### config.mk
export PLATFORM = sky130hd
export DESIGN_NAME = sap1_controller
export DESIGN_NICKNAME = d
export VERILOG_FILES = /design/src/rtl/sap1_pkg.sv /design/src/rtl/sap1_ring_counter.sv /design/src/rtl/sap1_controller.sv
export SDC_FILE = /design/constraint.sdc
export NUM_CORES = 1
export LEC_CHECK = 0
export BUFFER_PORTS_ARGS = -buffer_cell sky130_fd_sc_hd__buf_2
export CAP_MARGIN = 20
export CORE_AREA = 2 2 39 41
export CTS_CLUSTER_DIAMETER = 120
export DETAILED_ROUTE_END_ITERATION = 8
export DIE_AREA = 0 0 41 43
export GPL_TIMING_DRIVEN = 0
export PLACE_DENSITY = 0.51
export SLEW_MARGIN = 20
export SYNTH_ARGS = -nofsm -noshare
export SYNTH_HDL_FRONTEND = slang
export SYNTH_SLANG_ARGS = --single-unit
### constraint.sdc
create_clock -name i_clk -period 2.2 [get_ports i_clk]
set_clock_uncertainty 0.2 [all_clocks]
set_input_delay 0.22 -clock i_clk [delete_from_list [all_inputs] [get_ports i_clk]]
set_output_delay 0.22 -clock i_clk [all_outputs]
set_load 0.05 [all_outputs]
### src/rtl/sap1_pkg.sv
// Shared constants for the SAP-1 controller: opcodes, state encodings, instruction classes.
// Optional build macro SAP1_CTRL_VAR_LEN_EN shortens instructions whose tail cycles do nothing.
package sap1_pkg;

    localparam logic [3:0] OP_LDA = 4'h0;
    localparam logic [3:0] OP_ADD = 4'h1;
    localparam logic [3:0] OP_SUB = 4'h2;
    localparam logic [3:0] OP_OUT = 4'hE;
    localparam logic [3:0] OP_HLT = 4'hF;

    typedef enum logic [2:0] {
        ST_IDLE = 3'd0,
        ST_T1   = 3'd1,
        ST_T2   = 3'd2,
        ST_T3   = 3'd3,
        ST_T4   = 3'd4,
        ST_T5   = 3'd5,
        ST_T6   = 3'd6,
        ST_HALT = 3'd7
    } state_t;

    // Opcode already classified, so the sequencer stays independent of opcode width.
    typedef enum logic [2:0] {
        INS_LDA = 3'd0,
        INS_ADD = 3'd1,
        INS_SUB = 3'd2,
        INS_OUT = 3'd3,
        INS_HLT = 3'd4,
        INS_NOP = 3'd5
    } instr_t;

endpackage

### src/rtl/sap1_ring_counter.sv
// T-state sequencer for the SAP-1 controller: state register plus next-state logic.
// With SAP1_CTRL_VAR_LEN_EN defined, LDA ends after T5 and OUT/NOP end after T4.
module sap1_ring_counter
    import sap1_pkg::*;
(
    input  logic   i_clk,
    input  logic   i_rst_n,
    input  logic   i_run,
    input  instr_t i_instr,
    output state_t o_state
);

    state_t state_reg;
    state_t state_next;
    state_t boundary;

    // Instruction boundary: i_run is only honoured here.
    assign boundary = i_run ? ST_T1 : ST_IDLE;

    always_ff @(posedge i_clk or negedge i_rst_n) begin
        if (!i_rst_n) begin
            state_reg <= ST_IDLE;
        end else begin
            state_reg <= state_next;
        end
    end

    always_comb begin
        state_next = state_reg;
        case (state_reg)
            ST_IDLE: state_next = boundary;
            ST_T1:   state_next = ST_T2;
            ST_T2:   state_next = ST_T3;
            ST_T3:   state_next = ST_T4;
            ST_T4: begin
                if (i_instr == INS_HLT) begin
                    state_next = ST_HALT;
                end else begin
`ifdef SAP1_CTRL_VAR_LEN_EN
                    if (i_instr == INS_OUT || i_instr == INS_NOP) begin
                        state_next = boundary;
                    end else begin
                        state_next = ST_T5;
                    end
`else
                    state_next = ST_T5;
`endif
                end
            end
            ST_T5: begin
`ifdef SAP1_CTRL_VAR_LEN_EN
                state_next = (i_instr == INS_LDA) ? boundary : ST_T6;
`else
                state_next = ST_T6;
`endif
            end
            ST_T6:   state_next = boundary;
            ST_HALT: state_next = ST_HALT;
            default: state_next = ST_IDLE;
        endcase
    end

    assign o_state = state_reg;

endmodule

### src/rtl/sap1_controller.sv
// SAP-1 control unit: classifies the opcode, runs the T-state sequencer and decodes control lines.
// Build macro SAP1_CTRL_VAR_LEN_EN (handled in sap1_ring_counter) enables variable-length instructions.
module sap1_controller
    import sap1_pkg::*;
#(
    parameter int unsigned OpcodeWidth = 4
) (
    input  logic                   i_clk,
    input  logic                   i_rst_n,
    input  logic                   i_run,
    input  logic [OpcodeWidth-1:0] i_opcode,
    output logic                   o_cp,
    output logic                   o_ep,
    output logic                   o_lm,
    output logic                   o_er,
    output logic                   o_li,
    output logic                   o_ei,
    output logic                   o_la,
    output logic                   o_ea,
    output logic                   o_su,
    output logic                   o_eu,
    output logic                   o_lb,
    output logic                   o_lo,
    output logic                   o_halted,
    output logic [2:0]             o_tstate
);

    instr_t instr;
    state_t state;

    always_comb begin
        instr = INS_NOP;
        if      (i_opcode == OpcodeWidth'(OP_LDA)) instr = INS_LDA;
        else if (i_opcode == OpcodeWidth'(OP_ADD)) instr = INS_ADD;
        else if (i_opcode == OpcodeWidth'(OP_SUB)) instr = INS_SUB;
        else if (i_opcode == OpcodeWidth'(OP_OUT)) instr = INS_OUT;
        else if (i_opcode == OpcodeWidth'(OP_HLT)) instr = INS_HLT;
    end

    sap1_ring_counter u_ring_counter (
        .i_clk   (i_clk),
        .i_rst_n (i_rst_n),
        .i_run   (i_run),
        .i_instr (instr),
        .o_state (state)
    );

    // Moore decode; at most one bus driver (ep/er/ei/ea/eu) per state.
    always_comb begin
        o_cp = 1'b0; o_ep = 1'b0; o_lm = 1'b0; o_er = 1'b0;
        o_li = 1'b0; o_ei = 1'b0; o_la = 1'b0; o_ea = 1'b0;
        o_su = 1'b0; o_eu = 1'b0; o_lb = 1'b0; o_lo = 1'b0;
        case (state)
            ST_T1: begin o_ep = 1'b1; o_lm = 1'b1; end
            ST_T2: o_cp = 1'b1;
            ST_T3: begin o_er = 1'b1; o_li = 1'b1; end
            ST_T4: begin
                case (instr)
                    INS_LDA, INS_ADD, INS_SUB: begin o_ei = 1'b1; o_lm = 1'b1; end
                    INS_OUT:                   begin o_ea = 1'b1; o_lo = 1'b1; end
                    default: ;
                endcase
            end
            ST_T5: begin
                case (instr)
                    INS_LDA:          begin o_er = 1'b1; o_la = 1'b1; end
                    INS_ADD, INS_SUB: begin o_er = 1'b1; o_lb = 1'b1; end
                    default: ;
                endcase
            end
            ST_T6: begin
                case (instr)
                    INS_ADD: begin o_eu = 1'b1; o_la = 1'b1; end
                    INS_SUB: begin o_su = 1'b1; o_eu = 1'b1; o_la = 1'b1; end
                    default: ;
                endcase
            end
            default: ;
        endcase
    end

    assign o_halted = (state == ST_HALT);
    assign o_tstate = state;

endmodule

---- Yosys cells after proc, flatten, opt, wreduce, memory -nomap -nowiden ----
Index checks and enable logic that the tools add are counted.
cells by class
  $add $sub $neg .......................... 0
  multiply operators ...................... 0
  divide/modulo/power cells ............... 0
  order comparisons ....................... 0
  eq/ne operators ......................... 15
  shift-type cells ........................ 0
  mux-type cells .......................... 24
  bitwise gates (word level) .............. 0
  reduce and logical (&&, ||, !) cells .... 6
operators by type and width
  cell                                            count
  one-hot mux 3 bit (7 select lines)              1
  == test 3 bit (second input constant)           5
  2-to-1 mux 1 bit                                15
  == test 3 x 2 -> 1 bit (second input constant)  4
  2-to-1 mux 3 bit                                4
  == test 4 bit (second input constant)           2
  == test 3 x 1 -> 1 bit (second input constant)  2
  logical NOT 3 bit                               2
  one-hot mux 1 bit (2 select lines)              3
  == test 4 x 1 -> 1 bit (second input constant)  1
  == test 4 x 2 -> 1 bit (second input constant)  1
  logical NOT 4 bit                               1
  OR reduction 2 bit                              2
  OR reduction 3 bit                              1
  2-to-1 mux 2 bit                                1
storage, ports and cells
  flip-flop bits (word level) ............. 3
  bits in latches ......................... 0
  memory bits (writable) .................. 0
  memory bits (read-only) ................. 0
  input port bits ......................... 7
  output and inout bits ................... 16
  logic and storage cells ................. 46
  memories kept ........................... 0

---- Logic depth before layout (Yosys ltp) ----
Gate-level depths: netlist (run 1).
  depth after elaboration ................. 10
  gate-level depth with buffers ........... 4

---- Modules after synthesis ----
A second synthesis (run 1) with hierarchy kept.
second synthesis, totals
  cells, all modules ...................... 51
  area total of the unflattened synthesis .. 356.6 um2
by module, submodules not included
  module             instances  cells an instance  area each (um2)
  sap1_controller    1          37                 219.0
  sap1_ring_counter  1          14                 137.6

---- Least setup slack after synthesis (run 1) ----
No wires, ideal clock.
  kind .................................... register to output
  start ................................... reg u_ring_counter.state_reg[1], in the netlist u_ring_counter.o_state[1]
  end ..................................... out o_lo
  arrival ................................. 2.385 ns
  data required time ...................... 1.780 ns
  setup slack ............................. -0.605 ns
  stages on the path, launching flop included .. 5
  cells stage by stage .................... dfrtp_1 -> buf_2 -> nand2b_1 -> nor4_2 -> buf_4
on the way
  longest elaborated chain between the ends .. 2
RTL lines
  element                 RTL line                 text
  from (decl)             sap1_ring_counter.sv:13  state_t state_reg;
  from (signal assigned)  sap1_ring_counter.sv:24  state_reg <= state_next;
  == test 3 bit           n/a
  2-to-1 mux 1 bit        n/a
  to (decl)               sap1_controller.sv:23    output logic o_lo,
Every way passes these cells.

---- Final worst setup path (run 1) ----
  start ................................... reg u_ring_counter.state_reg[1], in the netlist u_ring_counter.o_state[1]
  end ..................................... out o_lo
on the way
  longest elaborated chain between the ends .. 2
RTL lines
  element           RTL line               text
  == test 3 bit     sap1_controller.sv:53  case (state)
  2-to-1 mux 1 bit  sap1_controller.sv:53
Every way passes these cells.

==> run summary, run 1 <==
number of vias per cell: 4.62
final WL: 893 µm
hold slack: 67.2 ps
PortBufs: 22
CP startpoint: u_ring_counter.o_state[1]$_DFF_PN0_
Yosys top cell by area: dfrtp_1
first-pass GRT wire length: 1440 µm
Internal Power: 327 µW
Critical Path RT: 1780 ps
CTS sink count: 3
setup ws final: 176 ps
layout cells sized above 1: 0.493
crit-path most repeated cell: buf_2
Seq cells post-synth: 3
vias in the first global route: 319
DRC Markers: 0
initial antenna violation count: 0
Ys Warns: 0
CP Max Fanout: 10
ys flop type: dfrtp_1
clk root buf: clkbuf_4
GPL Wtd Cong: 0.741
worst r2r src: u_ring_counter.o_state[1]$_DFF_PN0_
relative slew slack: 0.697
VDD IR-drop max: 633 µV
Post-Syn Area: 319 µm²
Final min period: 2020 ps
dpl ws: 417 ps
Die Height: 43 µm
combinational fraction of design power: 0.733
final hold vios: 0
Post-synth EDFFs: 0
Setup crit end: o_lo
post-route ant nets: 0
sw power: 535 µW
Pwr Density: 1720 nW/µm²
drt first pass iters: 3
average size of a mapped cell: 7.60 µm²
antenna cells: 0
worst reg2reg path endpoint: u_ring_counter.o_state[1]$_DFF_PN0_
final-stage net count: 77
crit path cell chain: buf_2 -> nand2b_1 -> nor4_4 -> buf_6 -> buf_2
Seq pwr share: 0.156
Layout Cells excl Fill: 85
outcome: complete, no violations
largest net degree at the start of global routing: 11
slowest CP cell: dfrtp_2
Max Freq: 494 MHz
Vias: 393
critical path type: register to output port
Die ar.: 1760 µm²
cell with the most instances after synthesis: nor2_1
Yosys cell types: 24
Syn Inst Count: 42
Lkg Pwr: 0.000263 µW
Core Area: 1380 µm²
top cell type's share of synthesized area: 0.235
Clk Latency, worst-skew pair: 230 ps
Slew @ Worst Pin: 452 ps
grt ovf: 0
Clock Tree Buf Depth: 2
Worst Path Arrival: 1600 ps
Setup TNS: 0 ps
Post-Syn Nets: 49
max_cap viols: 0
Die X-Extent: 41 µm
CTS H-Tree Depth: 1
Startpoint Class: register
Tot GR Track Use: 0.121
r2r setup slk: 880 ps
HP Class: primary input to register
critical path capture point type: output port
RSZ-0062 raised after global routing: false
CP max stage delay: 390 ps
FP Rows: 14
Post-synth ARST share: 1.00
CTS Buf Count: 3
post-synthesis sequential area ratio: 0.235
Final Slew Violations: 0
period utilisation layout: 0.920
synth cell count leaders: 7 x nor2_1, 4 x nand2b_1, 3 x dfrtp_1, 3 x nand2_1
Ports: 23
top post-synthesis cells by area: dfrtp_1 24%, nor2_1 8.2%, nand2b_1 7.8%, xnor2_1 5.5%, nor2b_1 3.9%
WL per Instance: 10.5 µm
Final Setup Violations: 0
initial DRC count: 5
dpl hpwl: 662 µm
Reg2Reg Depth: 4
number of fill cells: 149
area grow syn2layout: 57.3%
Clk pwr share: 0.111
Inst Count DP: 80
CTS clk-pin slew, worst paths: 40 ps
CTS tree: yes
Initial Util: 0.231
Net Sw Frac: 0.621
-- logic make-up (layout without fill, tap and decap cells) --
kind of cell,after synthesis,in the layout,synth area share
and+or+nand+nor,28,28,0.537
AOI/OAI and AO/OA,6,6,0.118
DFF,3,3,0.235
buffers and inverters,3,30,0.0549
xor gates and xnor gates,2,2,0.0549
-- what timing repair did --
item | in CTS | in global routing
gates resized for setup | 0 | 0
buffers inserted | 0 | 0
hold buffers | 1 | 0
endpoints found under the setup margin | 0 | 0
hold endpoints to repair | 3 | 0
-- per-layer routing --
metal  track usage  part of all wire  vias up
met5             0                 0        -
met4        0.0800             0.013        0
met3        0.0366             0.078        2
met2         0.163              0.44       17
met1         0.161              0.46      174
li1              -                 -      200
-- metrics by stage --
stage	total power, µW	area [µm²]	util
after floorplan	633	335	-
after global placement	764	465	0.336
after detailed placement	764	465	0.336
after CTS	866	502	0.363
after global routing	921	502	0.363
final	862	502	0.363
-- worst min path at each step --
stage | start | endpoint | slack [ps] | cells after the start
after floorplan | i_rst_n | async pin | -280 | 0
after global placement | i_rst_n | u_ring_counter.o_state[0]$_DFF_PN0_ | -180 | 1
after detailed placement | i_rst_n | u_ring_counter.o_state[0]$_DFF_PN0_ | -180 | 1
after CTS | i_run | u_ring_counter.o_state[0]$_DFF_PN0_ | 80 | 3
after global routing | i_run | u_ring_counter.o_state[0]$_DFF_PN0_ | 100 | 3
final | i_run | u_ring_counter.o_state[0]$_DFF_PN0_ | 70 | 3
-- final cells by class --
class / count / area [µm²] / area share
tap: 16 / 20.0 / 0.0399
sequential: 3 / 78.8 / 0.157
buffer: 3 / 21.3 / 0.0424
multi-input combinational: 36 / 235 / 0.469
clock buffer: 4 / 26.3 / 0.0524
timing repair buffer: 23 / 120 / 0.239
-- cell usage in the layout (no fill, tap or decap), drive strengths merged --
cell type and n:
o211a 1, nand4b 1, nor4 1, a211oi 1, xnor2 2, nand4 1
dlygate4sd3 1, buf 25, nand3 2, a21oi 2, and2b 1, o21ai 2
or2b 1, clkbuf 4, nor2 7, nor2b 3, nor4b 1, nand2b 4
nand2 3, and3 1, dfrtp 3, nor3b 2
-- critical path: cells and delay by family (launching register included) --
kind	cells	cell delay, ps
buffers and inverters	3	530
flip-flops	1	390
AND/OR/NAND/NOR	2	450
-- power groups by stage --
stage                     registers, µW  clock network [µW]  logic [µW]
after floorplan                     224                   0         409
after global placement              135                   0         629
after detailed placement            134                   0         631
after CTS                           133                98.3         635
after global routing                140                 104         678
final                               134                95.8         632
Power figures use the tool's default switching activity.
==> inputs of run 2 (changes only) <==
--- a/config.mk
+++ b/config.mk
@@ -6,11 +6,11 @@
 export NUM_CORES = 1
 export LEC_CHECK = 0
 export BUFFER_PORTS_ARGS = -buffer_cell sky130_fd_sc_hd__buf_2
-export CAP_MARGIN = 20
-export CORE_AREA = 2 2 39 41
+export CAP_MARGIN = 15
+export CORE_AREA = 8 8 45 47
 export CTS_CLUSTER_DIAMETER = 120
 export DETAILED_ROUTE_END_ITERATION = 8
-export DIE_AREA = 0 0 41 43
+export DIE_AREA = 0 0 53 55
 export GPL_TIMING_DRIVEN = 0
 export PLACE_DENSITY = 0.51
 export SLEW_MARGIN = 20
==> run 2 against run 1 <==
  * Sequential power is essentially flat
  * Global-route usage shrank 4.5 points
  * Power grew 0.31%
  * Sequential cell count stayed put
  * Clock power rose by 0.9%
  * Clock-buffer cell count did not move
  * Combinational power up 0.6%
==> run summary, run 2 (synthesis results as in run 1) <==
commonest non-fill, non-tap cell in the layout: buf_2 (unchanged)
critical path type: register to output port (unchanged)
initial antenna violation count: 0 (unchanged)
final-stage net count: 77 (unchanged)
initial DRC count: 7 (was 5)
Final Setup Violations: 0 (unchanged)
Vias: 390 (was 393)
first-pass GRT wire length: 1610 µm (was 1440 µm)
CP max stage delay: 390 ps (about the same)
most frequent cells in the layout: 24 x buf_2, 7 x nor2_1, 4 x nand2b_1 (unchanged)
Finished Cell Area: 502 µm² (unchanged)
PortBufs: 22 (unchanged)
CTS sink count: 3 (unchanged)
RSZ-0062 raised after global routing: false (unchanged)
Final min period: 2020 ps (about the same)
Worst Path Arrival: 1600 ps (about the same)
Startpoint Class: register (unchanged)
Lkg Pwr: 0.000263 µW (unchanged)
Tot GR Track Use: 0.0767 (was 0.121)
CTS H-Tree Depth: 1 (unchanged)
clk root buf: clkbuf_4 (unchanged)
DRC Markers: 0 (unchanged)
Design Power: 865 µW (was 862 µW)
CP top delay family: buffers and inverters (unchanged)
Slew @ Worst Pin: 411 ps (was 452 ps)
crit path cell chain: buf_2 -> nand2b_1 -> nor4_4 -> buf_6 -> buf_2 (unchanged)
WL per Instance: 12.6 µm (was 10.5 µm)
vias in the first global route: 368 (was 319)
dpl hpwl: 836 µm (was 662 µm)
antenna cells: 0 (unchanged)
Max Freq: 494 MHz (about the same)
final WL: 1080 µm (was 893 µm)
Clk Latency, worst-skew pair: 230 ps (about the same)
crit-path most repeated cell: buf_2 (unchanged)
Core Area: 1380 µm² (unchanged)
Pwr Density: 1720 nW/µm² (about the same)
Critical Path RT: 1780 ps (about the same)
Die X-Extent: 53 µm (was 41 µm)
VDD IR-drop max: 537 µV (was 633 µV)
area grow syn2layout: 57.3% (unchanged)
outcome: complete, no violations (unchanged)
Die Height: 55 µm (was 43 µm)
worst path buffer plus inverter count: 3 (unchanged)
FP Rows: 14 (unchanged)
r2r setup slk: 870 ps (was 880 ps)
HP Class: primary input to register (unchanged)
final hold vios: 0 (unchanged)
period utilisation layout: 0.920 (about the same)
CTS tree: yes (unchanged)
post_cts resized: 0 (unchanged)
slowest CP cell: dfrtp_2 (unchanged)
CTS clk-pin slew, worst paths: 40 ps (about the same)
Final Slew Violations: 0 (unchanged)
CP Max Fanout: 10 (unchanged)
CTS Buf Count: 3 (unchanged)
grt ovf: 0 (unchanged)
relative slew slack: 0.724 (was 0.697)
Die ar.: 2920 µm² (was 1760 µm²)
GPL Wtd Cong: 0.703 (was 0.741)
area post-placement: 465 µm² (unchanged)
Setup TNS: 0 ps (unchanged)
largest net degree at the start of global routing: 11 (unchanged)
layout cells sized above 1: 0.493 (unchanged)
Initial Util: 0.231 (unchanged)
max_cap viols: 0 (unchanged)
critical path capture point type: output port (unchanged)
drt first pass iters: 4 (was 3)
Clock Tree Buf Depth: 2 (unchanged)
post-route ant nets: 0 (unchanged)
number of vias per cell: 4.59 (was 4.62)
Ports: 23 (unchanged)
==> run 2: tightest hold or removal path: stages <==
cell and delay [ps]:
buf_2 80, nor2_1 30, o21ai_1 130
==> run 2: per-layer routing <==
layer,vias to the layer above,part of all wire,track usage
li1,198,-,-
met3,2,0.11,0.0348
met4,0,0.0074,0.0776
met1,169,0.43,0.0917
met2,21,0.45,0.0957
met5,-,0,0
==> run 2: path summary, 6_finish.rpt <==
kind / startpoint / to / depth (start not counted)
setup / recovery: u_ring_counter.o_state[1]$_DFF_PN0_ / o_lo / 5
hold / removal: i_run / u_ring_counter.o_state[0]$_DFF_PN0_ / 3
min in group asynchronous: i_rst_n / u_ring_counter.o_state[1]$_DFF_PN0_ / 2
max in group asynchronous: i_rst_n / async pin / 2
setup reg to reg: u_ring_counter.o_state[1]$_DFF_PN0_ / u_ring_counter.o_state[1]$_DFF_PN0_ / 4
hold reg to reg: u_ring_counter.o_state[0]$_DFF_PN0_ / u_ring_counter.o_state[0]$_DFF_PN0_ / 3
==> run 2: final cells by class <==
cell class / count / area (µm²)
well taps: 16 / 20.0
multi-input cells: 36 / 235
clock buffers: 4 / 26.3
plain buffers: 3 / 21.3
fillers: 163 / 882
repair buffers: 23 / 120
flip-flops and latches: 3 / 78.8
==> run 2: where the power goes <==
group,switching (µW),internal [µW]
clock network,28.8,68.0
registers,40.2,91.1
logic,469,168
==> run 2: metrics by stage <==
step / setup WS (ps) / hold WS [ps] / std cells / utilization
final: 176 / 73.0 / 85 / 0.363
after global placement: 411 / -182 / 80 / 0.336
after detailed placement: 413 / -185 / 80 / 0.336
after CTS: 154 / 73.8 / 85 / 0.363
after floorplan: 8.52 / -276 / 42 / -
after global routing: 83.1 / 84.8 / 85 / 0.363
==> run 2: timing repair <==
| item | 4_1_cts | 5_1_grt |
|---|---|---|
| buffers inserted | 0 | 0 |
| hold buffers | 1 | 0 |
| endpoints found under the hold margin | 3 | 0 |
